File: src/rtl/opb_sim2ppc_pkg.sv
// Shared definitions for the Simulink-to-PPC OPB register block:
// register word offsets, STATUS/CTRL bit positions and the slave FSM states.
package opb_sim2ppc_pkg;

    // Word indices taken from OPB_ABus[28:29]
    localparam logic [1:0] REG_DATA   = 2'd0;   // 0x0
    localparam logic [1:0] REG_STATUS = 2'd1;   // 0x4
    localparam logic [1:0] REG_CTRL   = 2'd2;   // 0x8
    localparam logic [1:0] REG_RSVD   = 2'd3;   // 0xC

    // STATUS bit positions (user numbering)
    localparam int unsigned STATUS_NEW_BIT = 31;
    localparam int unsigned STATUS_OVF_BIT = 30;

    // CTRL bit positions (user numbering)
    localparam int unsigned CTRL_FREEZE_BIT  = 0;
    localparam int unsigned CTRL_CNT_CLR_BIT = 1;

    typedef enum logic [1:0] {
        ST_IDLE = 2'd0,
        ST_ACK  = 2'd1,
        ST_WAIT = 2'd2
    } opb_state_e;

endpackage

File: src/rtl/opb_slave_ack_fsm.sv
// Address decode and single-cycle acknowledge FSM for a small OPB slave.
// Latches the word index on a hit so the register side sees a stable index
// during the acknowledge cycle.
module opb_slave_ack_fsm
    import opb_sim2ppc_pkg::*;
#(
    parameter logic [31:0] C_BASEADDR   = 32'h010B2500,
    parameter logic [31:0] C_HIGHADDR   = 32'h010B25FF,
    parameter int          C_OPB_AWIDTH = 32
) (
    input  logic                    clk,
    input  logic                    rst_n,
    input  logic [0:C_OPB_AWIDTH-1] abus,
    input  logic                    select,
    output logic                    xfer_ack,
    output logic [1:0]              word_idx
);

    opb_state_e state;
    opb_state_e state_nxt;
    logic       hit;

    assign hit      = select && (abus >= C_BASEADDR) && (abus <= C_HIGHADDR);
    assign xfer_ack = (state == ST_ACK);

    // State register and word-index latch taken when a hit is accepted
    always_ff @(posedge clk or negedge rst_n) begin
        if (!rst_n) begin
            state    <= ST_IDLE;
            word_idx <= '0;
        end else begin
            state <= state_nxt;
            if (state == ST_IDLE && hit) begin
                word_idx <= abus[28:29];
            end
        end
    end

    // Next-state logic
    always_comb begin
        state_nxt = state;
        case (state)
            ST_IDLE: if (hit)     state_nxt = ST_ACK;
            ST_ACK:               state_nxt = ST_WAIT;
            ST_WAIT: if (!select) state_nxt = ST_IDLE;
            default:              state_nxt = ST_IDLE;
        endcase
    end

endmodule

File: src/rtl/opb_register_simulink2ppc.sv
// OPB slave register passing a captured user value to the PowerPC.
// Registers: DATA (RO), STATUS (RO), CTRL (RW, bit0 freeze), reserved.
// Optional update counter in STATUS[15:0]: define OPB_SIM2PPC_UPDATE_CNT_EN.
module opb_register_simulink2ppc
    import opb_sim2ppc_pkg::*;
#(
    parameter logic [31:0] C_BASEADDR   = 32'h010B2500,
    parameter logic [31:0] C_HIGHADDR   = 32'h010B25FF,
    parameter int          C_OPB_AWIDTH = 32,
    parameter int          C_OPB_DWIDTH = 32
) (
    input  logic                    OPB_Clk,
    input  logic                    OPB_Rst_n,
    input  logic [0:C_OPB_AWIDTH-1] OPB_ABus,
    input  logic [0:3]              OPB_BE,
    input  logic [0:C_OPB_DWIDTH-1] OPB_DBus,
    input  logic                    OPB_RNW,
    input  logic                    OPB_select,
    input  logic                    OPB_seqAddr,
    output logic [0:C_OPB_DWIDTH-1] Sl_DBus,
    output logic                    Sl_xferAck,
    output logic                    Sl_errAck,
    output logic                    Sl_retry,
    output logic                    Sl_toutSup,
    input  logic [31:0]             user_data_in,
    input  logic                    user_data_valid,
    output logic                    user_frozen
);

    logic        xfer_ack;
    logic [1:0]  word_idx;
    logic [31:0] data_reg;
    logic        new_flag;
    logic        ovf_flag;
    logic        freeze;
    logic        capture;
    logic        rd_data_clr;
    logic        rd_stat_clr;
    logic        ctrl_wr;
    logic [31:0] status_word;
    logic [31:0] rdata;
    logic        unused_inputs;

    opb_slave_ack_fsm #(
        .C_BASEADDR  (C_BASEADDR),
        .C_HIGHADDR  (C_HIGHADDR),
        .C_OPB_AWIDTH(C_OPB_AWIDTH)
    ) u_ack_fsm (
        .clk     (OPB_Clk),
        .rst_n   (OPB_Rst_n),
        .abus    (OPB_ABus),
        .select  (OPB_select),
        .xfer_ack(xfer_ack),
        .word_idx(word_idx)
    );

    assign capture     = user_data_valid && !freeze;
    assign rd_data_clr = xfer_ack && OPB_RNW && (word_idx == REG_DATA);
    assign rd_stat_clr = xfer_ack && OPB_RNW && (word_idx == REG_STATUS);
    // Only the low byte (OPB bits 24..31) carries CTRL bits, so BE[3] gates it
    assign ctrl_wr     = xfer_ack && !OPB_RNW && (word_idx == REG_CTRL) && OPB_BE[3];

    assign unused_inputs = ^{OPB_seqAddr, OPB_BE[0:2], OPB_DBus};

    // Capture path and flag handling; a capture wins over a clearing read
    always_ff @(posedge OPB_Clk or negedge OPB_Rst_n) begin
        if (!OPB_Rst_n) begin
            data_reg <= '0;
            new_flag <= 1'b0;
            ovf_flag <= 1'b0;
            freeze   <= 1'b0;
        end else begin
            if (capture) begin
                data_reg <= user_data_in;
                new_flag <= 1'b1;
                if (new_flag) ovf_flag <= 1'b1;
            end else begin
                if (rd_data_clr) new_flag <= 1'b0;
                if (rd_stat_clr) ovf_flag <= 1'b0;
            end
            if (ctrl_wr) freeze <= OPB_DBus[31-CTRL_FREEZE_BIT];
        end
    end

`ifdef OPB_SIM2PPC_UPDATE_CNT_EN
    logic [15:0] upd_cnt;
    logic        cnt_clr;

    assign cnt_clr = ctrl_wr && OPB_DBus[31-CTRL_CNT_CLR_BIT];

    // Wrapping count of accepted captures, cleared by CTRL bit1
    always_ff @(posedge OPB_Clk or negedge OPB_Rst_n) begin
        if (!OPB_Rst_n) begin
            upd_cnt <= '0;
        end else if (cnt_clr) begin
            upd_cnt <= '0;
        end else if (capture) begin
            upd_cnt <= upd_cnt + 16'd1;
        end
    end
`endif

    // Read-data mux; OPB bit i equals user bit 31-i via the vector assignment
    always_comb begin
        status_word                 = '0;
        status_word[STATUS_NEW_BIT] = new_flag;
        status_word[STATUS_OVF_BIT] = ovf_flag;
`ifdef OPB_SIM2PPC_UPDATE_CNT_EN
        status_word[15:0]           = upd_cnt;
`endif
        rdata = '0;
        case (word_idx)
            REG_DATA:   rdata = data_reg;
            REG_STATUS: rdata = status_word;
            REG_CTRL:   rdata[CTRL_FREEZE_BIT] = freeze;
            default:    rdata = '0;
        endcase
    end

    assign Sl_DBus     = (xfer_ack && OPB_RNW) ? rdata : '0;
    assign Sl_xferAck  = xfer_ack;
    assign Sl_errAck   = 1'b0;
    assign Sl_retry    = 1'b0;
    assign Sl_toutSup  = 1'b0;
    assign user_frozen = freeze;

endmodule

File: config.mk
export PLATFORM = sky130hd
export DESIGN_NAME = opb_register_simulink2ppc
export DESIGN_NICKNAME = d
export VERILOG_FILES = /design/src/rtl/opb_sim2ppc_pkg.sv /design/src/rtl/opb_slave_ack_fsm.sv /design/src/rtl/opb_register_simulink2ppc.sv
export SDC_FILE = /design/constraint.sdc
export NUM_CORES = 1
export LEC_CHECK = 0
export CAP_MARGIN = 0
export CORE_MARGIN = 1
export CORE_UTILIZATION = 36
export DETAILED_ROUTE_END_ITERATION = 10
export PLACE_DENSITY = 0.95
export SKIP_CTS_REPAIR_TIMING = 1
export SYNTH_ARGS = -nofsm -noshare
export SYNTH_HDL_FRONTEND = slang
export SYNTH_SLANG_ARGS = --single-unit
File: constraint.sdc
create_clock -name OPB_Clk -period 3.75 [get_ports OPB_Clk]
set_input_delay 0.75 -clock OPB_Clk [delete_from_list [all_inputs] [get_ports OPB_Clk]]
set_output_delay 0.75 -clock OPB_Clk [all_outputs]
set_load 0.005 [all_outputs]
Word level (Yosys, flattened, before mapping)
Index checks and enable logic that the tools add are counted.
{"block": "totals", "reg_bits": 39, "latchBits": 0, "mem_bits_rw": 0, "romBits": 0, "in_bits": 106, "n_memories": 0}
{"block": "classes", "add_sub_neg": 0, "multipliers": 0, "n_div": 0, "magnitude_cmp": 2, "n_eq_ne": 7, "shift": 0, "mux": 11, "bitwise_logic": 0, "reduce_logical": 18}
{"cell": "$pmux 31 s2", "count": 1}
{"cell": "$ge 32x25->1 const B", "count": 1}
{"cell": "$le 32x25->1 const B", "count": 1}
{"cell": "$mux 32", "count": 1}
{"cell": "$logic_and 1x1->1", "count": 10}
{"cell": "$pmux 2 s3", "count": 1}
{"cell": "$mux 1", "count": 5}
{"cell": "$eq 2x1->1 const B", "count": 2}
{"cell": "$eq 2x2->1 const B", "count": 2}
{"cell": "$logic_not 2->1", "count": 2}
{"cell": "$mux 2", "count": 2}
{"cell": "$ne 2x2->1 const B", "count": 2}
{"cell": "$reduce_and 2->1", "count": 2}
{"cell": "$reduce_bool 2->1", "count": 2}
{"cell": "$logic_not 1->1", "count": 2}
{"cell": "$ne 2x1->1 const B", "count": 1}
{"cell": "$pmux 1 s2", "count": 1}

Logic depth before layout (Yosys ltp)
Gate-level depths: netlist of run 1.
{"block": "logic_depth", "word_depth": 5, "depth_mapped": 6, "ltp_nobuf": 5}

Cells and area by module
From an unflattened synthesis of run 1, not the netlist that was laid out.
{"block": "hier_totals", "cells_unflattened": 146, "area_unflattened_um2": 1993.2}
{"mod": "opb_register_simulink2ppc", "instances": 1, "cells_per_inst": 122, "area_each_um2": 1722.9, "seq_area_each_um2": 875.8}
{"mod": "opb_slave_ack_fsm", "instances": 1, "cells_per_inst": 24, "area_each_um2": 270.3, "seq_area_each_um2": 100.1}

Worst setup path after synthesis of run 1
Ideal clock, no wire load.
{"block": "synth_timing", "kind": "input -> register", "start": "input OPB_ABus[25] in the netlist's numbering", "end": "register u_ack_fsm.word_idx[0]", "setup_ps": 125, "t_arrival_ps": 2109, "setup_slack_ps": 1517, "stages": 4, "n_path_buf": 0, "path_cell_list": "nand4_1 -> or4b_4 -> a2111oi_4 -> mux2_2"}
{"block": "synth_between", "elab_chain_cells": 4}
{"item": "start: declaration", "line": "opb_register_simulink2ppc.sv:14", "rtl": "input logic [0:C_OPB_AWIDTH-1] OPB_ABus,"}
{"item": "$ge 32x25->1", "line": "opb_slave_ack_fsm.sv:23", "rtl": "assign hit = select && (abus >= C_BASEADDR) && (abus <= C_HIGHADDR);"}
{"item": "$logic_and 1x1->1", "line": "opb_slave_ack_fsm.sv:23"}
{"item": "$logic_and 1x1->1 (*)", "line": "opb_slave_ack_fsm.sv:23"}
{"item": "$logic_and 1x1->1 (*)", "line": "opb_slave_ack_fsm.sv:33", "rtl": "if (state == ST_IDLE && hit) begin"}
{"item": "end signal: assignment", "line": "opb_slave_ack_fsm.sv:34", "rtl": "word_idx <= abus[28:29];"}
{"item": "end: declaration", "line": "opb_slave_ack_fsm.sv:16", "rtl": "output logic [1:0] word_idx"}
Every way passes the cells marked *; elsewhere a longest branch is shown, timed or not.
A chain may end at the register's enable or synchronous reset.

Final worst setup path of run 1
{"block": "layout_timing", "start": "input OPB_RNW", "end": "output Sl_DBus[17] in the netlist's numbering"}
{"block": "layout_between", "elab_chain_cells": 2}
{"item": "start: declaration", "line": "opb_register_simulink2ppc.sv:17", "rtl": "input logic OPB_RNW,"}
{"item": "$logic_and 1x1->1", "line": "opb_register_simulink2ppc.sv:120", "rtl": "assign Sl_DBus = (xfer_ack && OPB_RNW) ? rdata : '0;"}
{"item": "$mux 32", "line": "opb_register_simulink2ppc.sv:120"}
{"item": "end: declaration", "line": "opb_register_simulink2ppc.sv:20", "rtl": "output logic [0:C_OPB_DWIDTH-1] Sl_DBus,"}
Every way passes these cells.

==> results of run 1 <==
power breakdown:
group	total [mW]	internal, mW	switching (mW)
registers	0.469	0.455	0.0143
logic	0.137	0.0989	0.0381
clock network	0.406	0.266	0.140
total	1.01	0.820	0.192
layer usage:
layer / global-route usage (%) / vias up / part of all wire (%)
li1: - / 717 / -
met1: 18.0 / 728 / 38
met2: 31.5 / 75 / 51
met3: 6.31 / 5 / 9.7
met4: 4.49 / 0 / 0.94
met5: 0 / - / 0
logic make-up after synthesis:
group	Yosys count	synth area share [%]
muxes	38	22.9
AOI/OAI and AO/OA	4	2.70
and+or+nand+nor	56	18.3
DFF	39	52.7
other	1	0.202
buffers and inverters	13	3.24
critical path, stage by stage:
cell,delay (ns)
clkdlybuf4s50_1,0.51
nand3b_1,0.15
nor2_1,0.11
buf_4,0.27
and2_1,0.18
clkdlybuf4s50_1,0.50
final cells by class:
class	instances	area, µm²	area share, %
clock buffers	6	72.6	2.35
clock inverters	2	60.1	1.95
repair buffers	106	1050	34.0
well taps	67	83.8	2.72
inverters	3	11.3	0.365
multi-input cells	101	832	27.0
flip-flops and latches	39	976	31.6
synthesized netlist by cell type (all sizes together):
cell type,number
a2111oi,1
a21oi,1
a222oi,1
and2,29
buf,5
clkbuf,5
conb,1
dfrtp,39
inv,3
mux2,35
mux2i,3
nand2,3
nand2b,1
nand3,2
nand3b,1
nand4,3
nand4b,1
nor2,8
nor2b,2
nor3b,1
nor4,2
nor4b,1
nor4bb,1
o21bai,1
or4b,1
cell usage in the layout (no fill, tap or decap), types with 2 or more instances in the layout:
| cell | synthesis | final |
|---|---|---|
| inv_1 | 3 | 3 |
| nand2_1 | 3 | 3 |
| bufinv_16 | 0 | 2 |
| nor2_1 | 8 | 8 |
| dfrtp_1 | 39 | 39 |
| nand4_1 | 3 | 3 |
| clkbuf_8 | 0 | 5 |
| nand3_1 | 2 | 2 |
| clkdlybuf4s50_1 | 0 | 103 |
| buf_4 | 3 | 2 |
| conb_1 | 1 | 3 |
| and2_1 | 29 | 29 |
| mux2_2 | 35 | 35 |
| mux2i_1 | 3 | 3 |
| nor4_1 | 2 | 2 |
final timing paths:
check                                   startpoint                       end  slack, ns  cells after the start
max                                        OPB_RNW               Sl_DBus[17]       0.51                      6
min                        data_reg[6]$_DFFE_PN0P_   data_reg[6]$_DFFE_PN0P_       0.50                      1
max reg2reg                user_frozen$_DFFE_PN0P_  data_reg[20]$_DFFE_PN0P_       2.05                      2
min reg2reg                data_reg[6]$_DFFE_PN0P_   data_reg[6]$_DFFE_PN0P_       0.50                      1
max in group asynchronous                OPB_Rst_n  data_reg[29]$_DFFE_PN0P_       2.64                      1
min in group asynchronous                OPB_Rst_n  data_reg[24]$_DFFE_PN0P_       0.56                      1
stage by stage:
step | worst slack (ns) | hold WS, ns
after floorplan | 1.52 | 0.454
after global placement | 0.537 | 0.478
after detailed placement | 0.527 | 0.487
after CTS | 0.510 | 0.504
after global routing | 0.414 | 0.510
final | 0.512 | 0.497
==> flow_summary.ini, run 1 <==
[clock_tree]
clk_latency_ns = 0.29
cts_max_level = 2
cts_root_buf = clkbuf_8
cts_tree = yes
clk_path_buf_depth = 2
cts.sinks = 39
cts_buffers = 5
path_clk_slew_ns = 0.07

[timing]
period_share_pct = 86.4
hold_viol_final = 0
clock-skew-final_ns = 0.00432
timing.slew.headroom_pct = 39.5
clock.fmax_ghz = 0.309
rsz0062_at_grt = no
tightest_slew_ns = 0.905
setup_viol = 0
tns_ns = 0
maxSlewViolCount = 0
period_needed_ns = 3.24

[setup_path]
critPathKind = primary input to output pin
crit_fanout = 30
cp_data_required_time_ns = 3.00
startpoint_type = primary input
critPathCaptureType = output pin
arrival_ns = 2.49

[synth]
synth_warnings = 0
synth_cell_type_count = 26
synth.top_cell.area_share_pct = 52.7
synth_area_leaders = dfrtp_1 (53%), mux2_2 (21%), and2_1 (9.8%)
yosysSeqAreaShare_pct = 52.7
syn-instance-count = 151
ys_ff_latch = 39
avgSynthCellArea_um2 = 12.3
yosysTopAreaCell = dfrtp_1
syn-cell-area_mm2 = 0.00185

[global_route]
grt_overflow = 0
grt_pass1_wl_um = 6910
antenna_found_initial = 0
grt_use_total_pct = 17.0
grt_pass1_vias = 1588
grt_max_degree = 40

[drt]
vias = 1525
route.detailed.drc = 0
antenna_left = 0
dr.pass1.iters = 4
viasPerCell = 4.71
drt_iter0_markers = 51
drt_wl_total_um = 4360
wire_per_inst_um = 13.4

[pwr]
p_leak_nw = 1.26
power-per-cell-area_mw_per_mm2 = 328
peakVddDrop_mv = 0.203
power_mw = 1.01

[final_layout]
fin_area_mm2 = 0.00309
final_nets = 362
largest_reg_flops = 32
utilization_pct = 63.7
fin_cells = 324
drive_above_1_share_pct = 18.7
antenna_cells = 0
fillers = 370
areaGrowthSynthToFinish_pct = 66.6

[floorplan]
initial_core_util_pct = 38.2
row_count = 25
design.core.area_mm2 = 0.00485
ios = 143
dieArea_mm2 = 0.00544
die_y_um = 73.7
die_w_um = 73.7

[placed_design]
gp_congestion = 0.699
placed_area_mm2 = 0.00295
dp_hpwl_um = 3320
placed_cells = 316
portBuffers = 104

[job]
cap_viol_max_count = 0

[min_path]
hold_class = flop to flop

[status]
outcome = completed
Power figures use the tool's default switching activity.
==> run 2, diff against run 1 <==
- CAP_MARGIN: 0 -> 20
==> results of run 2 <==
Final layout, timing and power as in run 1 (identical DEF).
==> run 3, diff against run 2 <==
- ABC_CLOCK_PERIOD_IN_PS: default -> 3750
- CELL_PAD_IN_SITES_DETAIL_PLACEMENT: default -> 1
- CELL_PAD_IN_SITES_GLOBAL_PLACEMENT: default -> 1
- CORE_UTILIZATION: 36 -> 26
==> flow_summary.ini, run 3 (synthesized netlist as in run 1, its figures left out) <==
[status]
outcome = completed

[timing]
period_share_pct = 88.4
holdWs_ns = 0.500
rsz0062_at_grt = no
tightest_slew_ns = 0.948
hold_viol_final = 0
clock-skew-final_ns = 0.00734
maxSlewViolCount = 0
tns_ns = 0
setup_viol = 0
period_needed_ns = 3.32
clock.fmax_ghz = 0.302
setup_slack_ns = 0.434
timing.slew.headroom_pct = 36.6

[floorplan]
die_w_um = 86.4
ios = 143
design.core.area_mm2 = 0.00683
die_y_um = 86.4
row_count = 30
initial_core_util_pct = 27.1
dieArea_mm2 = 0.00747

[setup_path]
cp_data_required_time_ns = 3.00
critPathKind = primary input to output pin
worst_path_largest_cell_delay_ns = 0.51
critPathTopFamily = buffers and inverters
slowest_stage = clkdlybuf4s50_1
crit_top_cell = clkdlybuf4s50_1
startpoint_type = primary input
crit_fanout = 30
cp_cell_sequence = clkdlybuf4s50_1 -> nand3b_1 -> nor2_2 -> buf_4 -> and2_1 -> clkdlybuf4s50_1
cp.buffers_inverters = 3
critPathCaptureType = output pin
arrival_ns = 2.57

[drt]
route.met3.wl_um = 358
wire_per_inst_um = 14.1
wl_met1_um = 1960
vias = 1552
route.detailed.drc = 0
drt_wl_total_um = 4990
viasPerCell = 4.40
highest_layer = met4
antenna_left = 0
route.met2.wl_um = 2630
drt_iter0_markers = 22
dr.pass1.iters = 4

[pwr]
p_leak_nw = 1.23
power-per-cell-area_mw_per_mm2 = 286
p_sw_share_pct = 22.1
p_seq_share_pct = 53.4
peakVddDrop_mv = 0.132
share_comb_of_total_power_pct = 15.7
clkPwrFrac_pct = 30.9
p_switching_mw = 0.194
intPower_mw = 0.684
power_mw = 0.878

[final_layout]
areaGrowthSynthToFinish_pct = 65.9
utilization_pct = 45.0
final_nets = 362
multiInputGateArea_um2 = 835
drive_above_1_share_pct = 18.7
final_cell_mix = clkdlybuf4s50_1 (103), dfrtp_1 (39), mux2_2 (35)
regArea_um2 = 976
final_common_cell = clkdlybuf4s50_1
largest_reg_flops = 32
fillers = 761
antenna_cells = 0

[clock_tree]
cts_buffers = 5
clk_path_buf_depth = 2
cts_max_level = 2
cts.sinks = 39
path_clk_slew_ns = 0.07
cts_tree = yes
clk_latency_ns = 0.28
cts_root_buf = clkbuf_8

[placed_design]
gp_congestion = 0.697
pre_cts_slack_ns = 0.424
dp_hpwl_um = 3790
portBuffers = 104

[global_route]
grt_pass1_wl_um = 8600
antenna_found_initial = 0
grt_use_total_pct = 15.0
grt_pass1_vias = 1815
grt_overflow = 0
grt_max_degree = 40

[min_path]
hold_class = flop to flop

[job]
cap_viol_max_count = 0
[run 3: cell count changes in the layout (fill, tap and decap cells not counted)]
| cell | previous run | this run |
|---|---|---|
| nor2_1 | 8 | 7 |
| clkinv_2 | 0 | 1 |
| bufinv_16 | 2 | 0 |
| nor2_2 | 0 | 1 |
| clkbuf_1 | 1 | 2 |
[run 3: metal layers]
metal,global-route usage (%),vias to the layer above
li1,-,720
met1,15.8,772
met2,27.6,56
met3,5.71,4
met4,4.09,0
met5,0,-
[run 3: final timing paths]
kind                            slack [ns]                       end                startpoint  depth (start not counted)
worst min register to register        0.50  data_reg[25]$_DFFE_PN0P_  data_reg[25]$_DFFE_PN0P_                          1
worst min-delay path                  0.50  data_reg[25]$_DFFE_PN0P_  data_reg[25]$_DFFE_PN0P_                          1
worst max register to register        2.01  data_reg[24]$_DFFE_PN0P_   user_frozen$_DFFE_PN0P_                          2
min in group asynchronous             0.57  data_reg[20]$_DFFE_PN0P_                 OPB_Rst_n                          1
max in group asynchronous             2.61   user_frozen$_DFFE_PN0P_                 OPB_Rst_n                          1
worst max-delay path                  0.43               Sl_DBus[15]                   OPB_RNW                          6
[run 3: power groups by stage]
stage / Clock (mW) / Combinational (mW) / Sequential [mW]
2_1_floorplan: 0 / 0.0522 / 0.473
3_3_place_gp: 0 / 0.135 / 0.476
3_5_place_dp: 0 / 0.141 / 0.479
4_1_cts: 0.287 / 0.141 / 0.470
5_1_grt: 0.310 / 0.152 / 0.475
6_report: 0.271 / 0.138 / 0.469
[run 3: area by class of cell]
type	count	share of cell area (%)
multi-input cells	101	27.1
clock buffers	7	2.48
well taps	96	3.91
inverters	3	0.366
flip-flops and latches	39	31.7
clock inverters	1	0.163
repair buffers	106	34.2
[run 3: stage by stage]
step / area (µm²) / std cells
final: 3070 / 353
after global routing: 3070 / 353
after CTS: 3070 / 353
after detailed placement: 2990 / 345
after global placement: 2990 / 345
after floorplan: 1860 / 153
